$ cat src/rtl/mem_pkg.sv
// mem_pkg: shared size encodings, FSM state type and default address width
// for the data-memory access controller and its lane-alignment helper.
package mem_pkg;
    localparam int MEM_ADDR_W = 12;
    localparam logic [1:0] SZ_BYTE = 2'b00;
    localparam logic [1:0] SZ_HALF = 2'b01;
    localparam logic [1:0] SZ_WORD = 2'b10;
    typedef enum logic [1:0] {ST_IDLE, ST_READ, ST_WRITE, ST_RESP} state_t;
endpackage

$ cat src/rtl/mem_lane_align.sv
// mem_lane_align: little-endian lane extraction/extension for loads and
// byte/half merge for stores.
//   old_word  in  32  word currently in memory
//   lane      in  2   byte offset within the word
//   size      in  2   SZ_BYTE / SZ_HALF / SZ_WORD
//   sgn       in  1   sign-extend loads when 1
//   wdata     in  32  right-aligned store data
//   ld_data   out 32  extended load value
//   st_word   out 32  old_word with the addressed lanes replaced by wdata
module mem_lane_align
    import mem_pkg::*;
(
    input  logic [31:0] old_word,
    input  logic [1:0]  lane,
    input  logic [1:0]  size,
    input  logic        sgn,
    input  logic [31:0] wdata,
    output logic [31:0] ld_data,
    output logic [31:0] st_word
);
    logic [4:0]  sh;
    logic [31:0] shifted;
    logic [31:0] mask;
    always_comb begin
        sh       = {lane, 3'b000};
        shifted  = old_word >> sh;
        mask     = (size == SZ_BYTE) ? (32'h0000_00ff << sh) :
                   (size == SZ_HALF) ? (32'h0000_ffff << sh) : 32'hffff_ffff;
        ld_data  = (size == SZ_BYTE) ? {{24{sgn & shifted[7]}}, shifted[7:0]} :
                   (size == SZ_HALF) ? {{16{sgn & shifted[15]}}, shifted[15:0]} : old_word;
        st_word  = (old_word & ~mask) | ((wdata << sh) & mask);
    end
endmodule

$ cat src/rtl/mem_access_ctrl.sv
// mem_access_ctrl: valid/ready load/store front end for a word-wide dual-port
// memory; read-modify-write for sub-word stores, extended loads, one response
// per request.
//   clk, rst                    clock, synchronous active-high reset
//   req_valid/req_ready         request handshake
//   req_we/size/signed/addr/wdata  request fields (byte address)
//   rsp_valid/rsp_ready         response handshake
//   rsp_rdata/rsp_err           response payload
//   mem_a/mem_d/mem_we          synchronous write port
//   mem_dpra/mem_dpo            asynchronous read port
module mem_access_ctrl
    import mem_pkg::*;
#(
    parameter int ADDR_W = MEM_ADDR_W
) (
    input  logic              clk,
    input  logic              rst,
    input  logic              req_valid,
    output logic              req_ready,
    input  logic              req_we,
    input  logic [1:0]        req_size,
    input  logic              req_signed,
    input  logic [31:0]       req_addr,
    input  logic [31:0]       req_wdata,
    output logic              rsp_valid,
    input  logic              rsp_ready,
    output logic [31:0]       rsp_rdata,
    output logic              rsp_err,
    output logic [ADDR_W-1:0] mem_a,
    output logic [31:0]       mem_d,
    output logic              mem_we,
    output logic [ADDR_W-1:0] mem_dpra,
    input  logic [31:0]       mem_dpo
);
    state_t              state_q, state_d;
    logic [ADDR_W-1:0]   idx_q, idx_d;
    logic [1:0]          lane_q, lane_d;
    logic [1:0]          size_q, size_d;
    logic                sgn_q, sgn_d;
    logic                we_q, we_d;
    logic [31:0]         wd_q, wd_d;
    logic [31:0]         rdata_q, rdata_d;
    logic                err_q, err_d;
    logic                bad;
    logic [31:0]         ld_data;
    logic [31:0]         st_word;

    mem_lane_align u_align (
        .old_word (mem_dpo),
        .lane     (lane_q),
        .size     (size_q),
        .sgn      (sgn_q),
        .wdata    (wd_q),
        .ld_data  (ld_data),
        .st_word  (st_word)
    );

    always_comb begin
        bad = (req_size == 2'b11) |
              ((req_size == SZ_HALF) & req_addr[0]) |
              ((req_size == SZ_WORD) & (|req_addr[1:0])) |
              (|req_addr[31:ADDR_W+2]);
        state_d = state_q;
        idx_d   = idx_q;
        lane_d  = lane_q;
        size_d  = size_q;
        sgn_d   = sgn_q;
        we_d    = we_q;
        wd_d    = wd_q;
        rdata_d = rdata_q;
        err_d   = err_q;
        case (state_q)
            ST_IDLE: if (req_valid) begin
                idx_d   = req_addr[ADDR_W+1:2];
                lane_d  = req_addr[1:0];
                size_d  = req_size;
                sgn_d   = req_signed;
                we_d    = req_we;
                wd_d    = req_wdata;
                rdata_d = '0;
                err_d   = bad;
                state_d = bad ? ST_RESP : (req_we && req_size == SZ_WORD) ? ST_WRITE : ST_READ;
            end
            // wd_q is reused: it holds the raw store data until the merged word replaces it
            ST_READ: begin
                wd_d    = we_q ? st_word : wd_q;
                rdata_d = we_q ? rdata_q : ld_data;
                state_d = we_q ? ST_WRITE : ST_RESP;
            end
            ST_WRITE: state_d = ST_RESP;
            ST_RESP:  state_d = rsp_ready ? ST_IDLE : ST_RESP;
        endcase
    end

    always_ff @(posedge clk) begin
        if (rst) begin
            state_q <= ST_IDLE;
            idx_q   <= '0;
            lane_q  <= '0;
            size_q  <= '0;
            sgn_q   <= 1'b0;
            we_q    <= 1'b0;
            wd_q    <= '0;
            rdata_q <= '0;
            err_q   <= 1'b0;
        end else begin
            state_q <= state_d;
            idx_q   <= idx_d;
            lane_q  <= lane_d;
            size_q  <= size_d;
            sgn_q   <= sgn_d;
            we_q    <= we_d;
            wd_q    <= wd_d;
            rdata_q <= rdata_d;
            err_q   <= err_d;
        end
    end

    assign req_ready = (state_q == ST_IDLE);
    assign rsp_valid = (state_q == ST_RESP);
    assign rsp_rdata = rdata_q;
    assign rsp_err   = err_q;
    assign mem_a     = idx_q;
    assign mem_dpra  = idx_q;
    assign mem_d     = wd_q;
    // gated by rst so the aborting reset edge cannot commit a write
    assign mem_we    = (state_q == ST_WRITE) & ~rst;
endmodule

$ cat config.mk
export PLATFORM = sky130hd
export DESIGN_NAME = mem_access_ctrl
export DESIGN_NICKNAME = d
export VERILOG_FILES = /design/src/rtl/mem_pkg.sv /design/src/rtl/mem_lane_align.sv /design/src/rtl/mem_access_ctrl.sv
export SDC_FILE = /design/constraint.sdc
export NUM_CORES = 1
export LEC_CHECK = 0
export BUFFER_PORTS_ARGS = -buffer_cell sky130_fd_sc_hd__buf_2
export CORE_MARGIN = 2
export CORE_UTILIZATION = 44
export DETAILED_ROUTE_END_ITERATION = 10
export HOLD_SLACK_MARGIN = 0.15
export PLACE_DENSITY = 0.87
export SKIP_CTS_REPAIR_TIMING = 1
export SLEW_MARGIN = 40
export SYNTH_ARGS = -nofsm -noshare
export SYNTH_HDL_FRONTEND = slang
export SYNTH_SLANG_ARGS = --single-unit
$ cat constraint.sdc
create_clock -name clk -period 2.55 [get_ports clk]
set_input_delay 0.3825 -clock clk [delete_from_list [all_inputs] [get_ports clk]]
set_output_delay 0.3825 -clock clk [all_outputs]
set_load 0.1 [all_outputs]
# Word level (Yosys, flattened, before mapping)
# Index checks and enable logic that the tools add are counted.
# totals
regBits	85
out_inout_bits	92
# op_classes
shift	4
reduce_logical	9
eq_ne	10
n_mux	16
bitwise_logic	13
# ops
cell	n
$mux 32	8
$pmux 32 s2	2
$and 32x32->32	2
$not 32->32	1
$or 32x32->32	1
$shl 16x5->32 const A	1
$shl 32x5->32	1
$shl 8x5->32 const A	1
$shr 32x5->16	1
$reduce_or 18->1	1
$eq 2x2->1 const B	4
$mux 2	4
$pmux 2 s4	1
$eq 2x1->1 const B	3
$ne 2x2->1 const B	3
$reduce_and 3->1	2
$and 1x1->1	5
$logic_not 2->1	2
$or 1x1->1	3
$reduce_and 2->1	1
$reduce_bool 2->1	1
$reduce_or 2->1	1
$logic_and 1x1->1	1
$mux 1	1
$not 1->1	1

# Longest topological paths before layout
# logic_depth
ltp_word	8
depth_mapped	9
depth_no_buf	6

# Hierarchy
# A second synthesis with hierarchy kept.
# hier_totals
cells_unflattened	613
hier_area_um2	5475.3
# modules_own_cells
module	n_inst	area_per_inst_um2	cells_per_inst
mem_access_ctrl	1	3593.4	376
mem_lane_align	1	1881.8	237

# Worst setup path before layout
# Ideal clock, no wire load.
# synth_path
path_kind	input to output
from	input port rst
to	output port mem_we
t_arrival_ns	3.066
stages	3
path_slack_ns	-0.898
path_cell_list	clkbuf_1 buf_1 nor3b_1
# synth_via
elab_chain_len	2
# synth_lines
item	line	rtl
start: declaration	mem_access_ctrl.sv:17	input logic rst,
$not 1->1	mem_access_ctrl.sv:127	assign mem_we = (state_q == ST_WRITE) & ~rst;
$and 1x1->1	mem_access_ctrl.sv:127	
end: declaration	mem_access_ctrl.sv:31	output logic mem_we,
# No other way between the ends.

==> results.sh <==
export IMPL_cts_root_buf="clkbuf_8"
export IMPL_core_sq_um=10800
export IMPL_grt_pass1_wl_mm=24.8
export IMPL_die_height_microns=109
export IMPL_hold_path_startpoint="req_addr[2]"
export IMPL_startpoint_type="flip-flop"
export IMPL_overflow=0
export IMPL_vias=5292
export IMPL_finalCritPeriodShare_pct=91.5
export IMPL_worstPathArrival_ps=2570
export IMPL_rows=38
export IMPL_grt_max_degree=53
export IMPL_initial_core_util_pct=45.0
export IMPL_cp_startpoint="lane_q[0]$_SDFFE_PP0P_"
export IMPL_use_met3_pct=5.68
export IMPL_hold_class="input port to flip-flop"
export IMPL_leakage_nw=2.51
export IMPL_ys_flop_type="dfxtp_1"
export IMPL_h_tree_depth=3
export IMPL_grt_usage_pct=26.8
export IMPL_antenna_found_initial=0
export IMPL_cts_buffers=9
export IMPL_dieWidth_microns=109
export IMPL_max_freq_ghz=0.429
export IMPL_relSlewSlack_pct=49.3
export IMPL_syn_area_sq_um=4860
export IMPL_skew_ps=11.7
export IMPL_use_met1_pct=37.5
export IMPL_ys_ff_latch=85
export IMPL_rsz0062_at_grt="no"
export IMPL_rrSetupSlack_ps=220
export IMPL_synth_nets=691
export IMPL_path_cells="clkinv_1 -> ha_1 -> mux2_4 -> o21bai_2 -> and2_1 -> a311oi_2"
export IMPL_slowest_stage="and2_1"
export IMPL_drv_cap=0
export IMPL_num_fill_cells=988
export IMPL_dp_hpwl_mm=12.0
export IMPL_numPortBuffers=195
export IMPL_period_needed_ps=2330
export IMPL_grt_busiest_layer="met2"
export IMPL_diodes=0
export IMPL_power_density_nw_per_um2=704
export IMPL_viasPerCell=5.99
export IMPL_wl_mm=16.1
export IMPL_synthToLayoutAreaGrowth_pct=24.5
export IMPL_num_nets_final=846
export IMPL_avgSynthCellArea_sq_um=8.34
export IMPL_grt_pass1_vias=4598
export IMPL_path_delay_family="compound AO/OA/AOI/OAI gates"
export IMPL_synth_edf_count=0
export IMPL_tritoncts="done"
export IMPL_tightest_slew_ps=759
export IMPL_end_kind="flip-flop"
export IMPL_setup_violations=0
export IMPL_drc=0
export IMPL_post_drt_wl_per_cell_microns=18.3
export IMPL_rr_startpoint="lane_q[0]$_SDFFE_PP0P_"
export IMPL_drtIter0Drc=568
export IMPL_fp_dieArea_sq_um=11900
export IMPL_finalHoldViolCount=0
export IMPL_path_max_fanout=10
export IMPL_firstDrtPassIters=6
export IMPL_clkTransAtPathRegs_ps=90
export IMPL_use_met2_pct=39.9
export IMPL_clockBufferDepth=2
export IMPL_syn_inst=583
export IMPL_status="finished clean"
export IMPL_yosys_warnings=0
export IMPL_drtAntennaViolNets=0
export IMPL_placed_cells=867
export IMPL_yosysSeqAreaShare_pct=35.0
export IMPL_gp_congestion=0.984
export IMPL_tns_ps=0
export IMPL_ios=196
export IMPL_crit_type="flip-flop to flip-flop"
export IMPL_slowest_delay_ps=460
export IMPL_drv_slew=0
export IMPL_clock_latency_ps=370
export IMPL_fin_cells=883
export IMPL_peakVddDrop_mv=0.439
export IMPL_crit_buf_inv=1
export IMPL_layout_drive_gt1_share_pct=33.6
export IMPL_required_ps=2790
export IMPL_synth_async_sr_flop_share_pct=0
export IMPL_yosysUniqueCellTypes=51
export IMPL_cts_sinks=85
-- tightest hold or removal path, delay by kind of cell --
kind,cells,cell delay (ps)
buffers and inverters,1,90
AND/OR/NAND/NOR,1,40
AO/OA/AOI/OAI,1,50
-- area by class of cell --
type                       count  area [sq um]  share of cell area (%)
sequential                    85          1700                    28.1
timing repair buffer         211          1110                    18.3
multi-input combinational    410          2760                    45.7
tap                          140           175                    2.89
clock inverter                 6          86.3                    1.43
clock buffer                  10           138                    2.27
inverter                      21          78.8                    1.30
-- layout by cell type (no fill, tap or decap), drive strengths merged, types with 2 or more instances in the layout --
cell	n
nand2	58
nor4	4
ha	4
o41ai	15
a22oi	31
a311oi	9
clkbuf	10
clkinv	5
dfxtp	85
and2	4
a21oi	52
nand2b	11
a221oi	7
o21ai	27
o22a	7
a21o	2
a211o	10
nor2b	6
inv	19
a31oi	8
bufinv	2
nor3b	2
nor2	24
nor3	20
o2bb2ai	17
a211oi	28
o221ai	7
buf	211
nand3b	16
mux2i	18
a2bb2oi	7
or2	4
-- cell families after synthesis --
group | share of synthesized area [%]
AO/OA/AOI/OAI | 35.6
AND/OR/NAND/NOR | 15.4
buffers and inverters | 8.49
flip-flops | 35.0
multiplexers | 4.48
adder cells (fa/ha/maj) | 1.03
-- per-layer routing --
metal	up-vias	share of wire [%]
met1	2434	42
met2	316	44
met3	48	11
met5	-	0
li1	2494	-
met4	0	3.3
-- power by group --
| group | internal [mW] | switching [mW] |
|---|---|---|
| registers | 1.43 | 0.0999 |
| logic | 0.378 | 1.27 |
| clock network | 0.576 | 0.505 |
| total | 2.38 | 1.88 |
-- final timing paths --
| path | to | cells past startpoint |
|---|---|---|
| hold reg to reg | rsp_rdata[3]$_SDFFE_PP0P_ | 2 |
| hold / removal | mem_a[0]$_SDFFE_PP0P_ | 3 |
| setup / recovery | flip-flop | 6 |
| setup reg to reg | flip-flop | 6 |
-- through the flow --
stage               cell area [sq um]  setup slack (ps)  hold slack, ps  utilization [%]  total power [mW]
finish                           6050               216             240             56.1              4.26
global route                     6050              98.3             242             56.1              4.42
CTS                              6040               247             229             56.0              4.26
detailed placement               5820               269             443             53.9              3.19
global placement                 5820               299             441             53.9              3.17
floorplan                        4870              23.9             444                -              2.85
-- synth_stat cells (3+ instances only) --
| master | instances | share of area, % |
|---|---|---|
| nand2_1 | 58 | 4.5 |
| mux2i_1 | 18 | 3.7 |
| a221oi_1 | 7 | 1.3 |
| nand3b_1 | 16 | 2.5 |
| a2bb2oi_1 | 7 | 1.3 |
| ha_1 | 4 | 1.0 |
| a211oi_1 | 27 | 4.2 |
| o22a_1 | 7 | 1.3 |
| a22oi_1 | 31 | 4.8 |
| nor2b_1 | 6 | 0.77 |
| a311oi_2 | 8 | 2.5 |
| a21oi_1 | 52 | 5.4 |
| o41ai_1 | 15 | 2.7 |
| nor3_1 | 19 | 2.0 |
| o2bb2ai_1 | 17 | 3.1 |
| and2_1 | 4 | 0.51 |
| buf_2 | 12 | 1.2 |
| o21ai_0 | 26 | 2.7 |
| nand2b_1 | 11 | 1.4 |
| dfxtp_1 | 85 | 35 |
| inv_1 | 19 | 1.5 |
| a31oi_1 | 8 | 1.0 |
| buf_4 | 14 | 2.2 |
| buf_1 | 7 | 0.54 |
| a211o_1 | 10 | 1.8 |
| nor4_1 | 4 | 0.51 |
| o221ai_1 | 7 | 1.3 |
| or2_2 | 3 | 0.39 |
| clkbuf_1 | 32 | 2.5 |
| nor2_1 | 24 | 1.9 |
No activity file was read; power rests on OpenSTA's default activity.
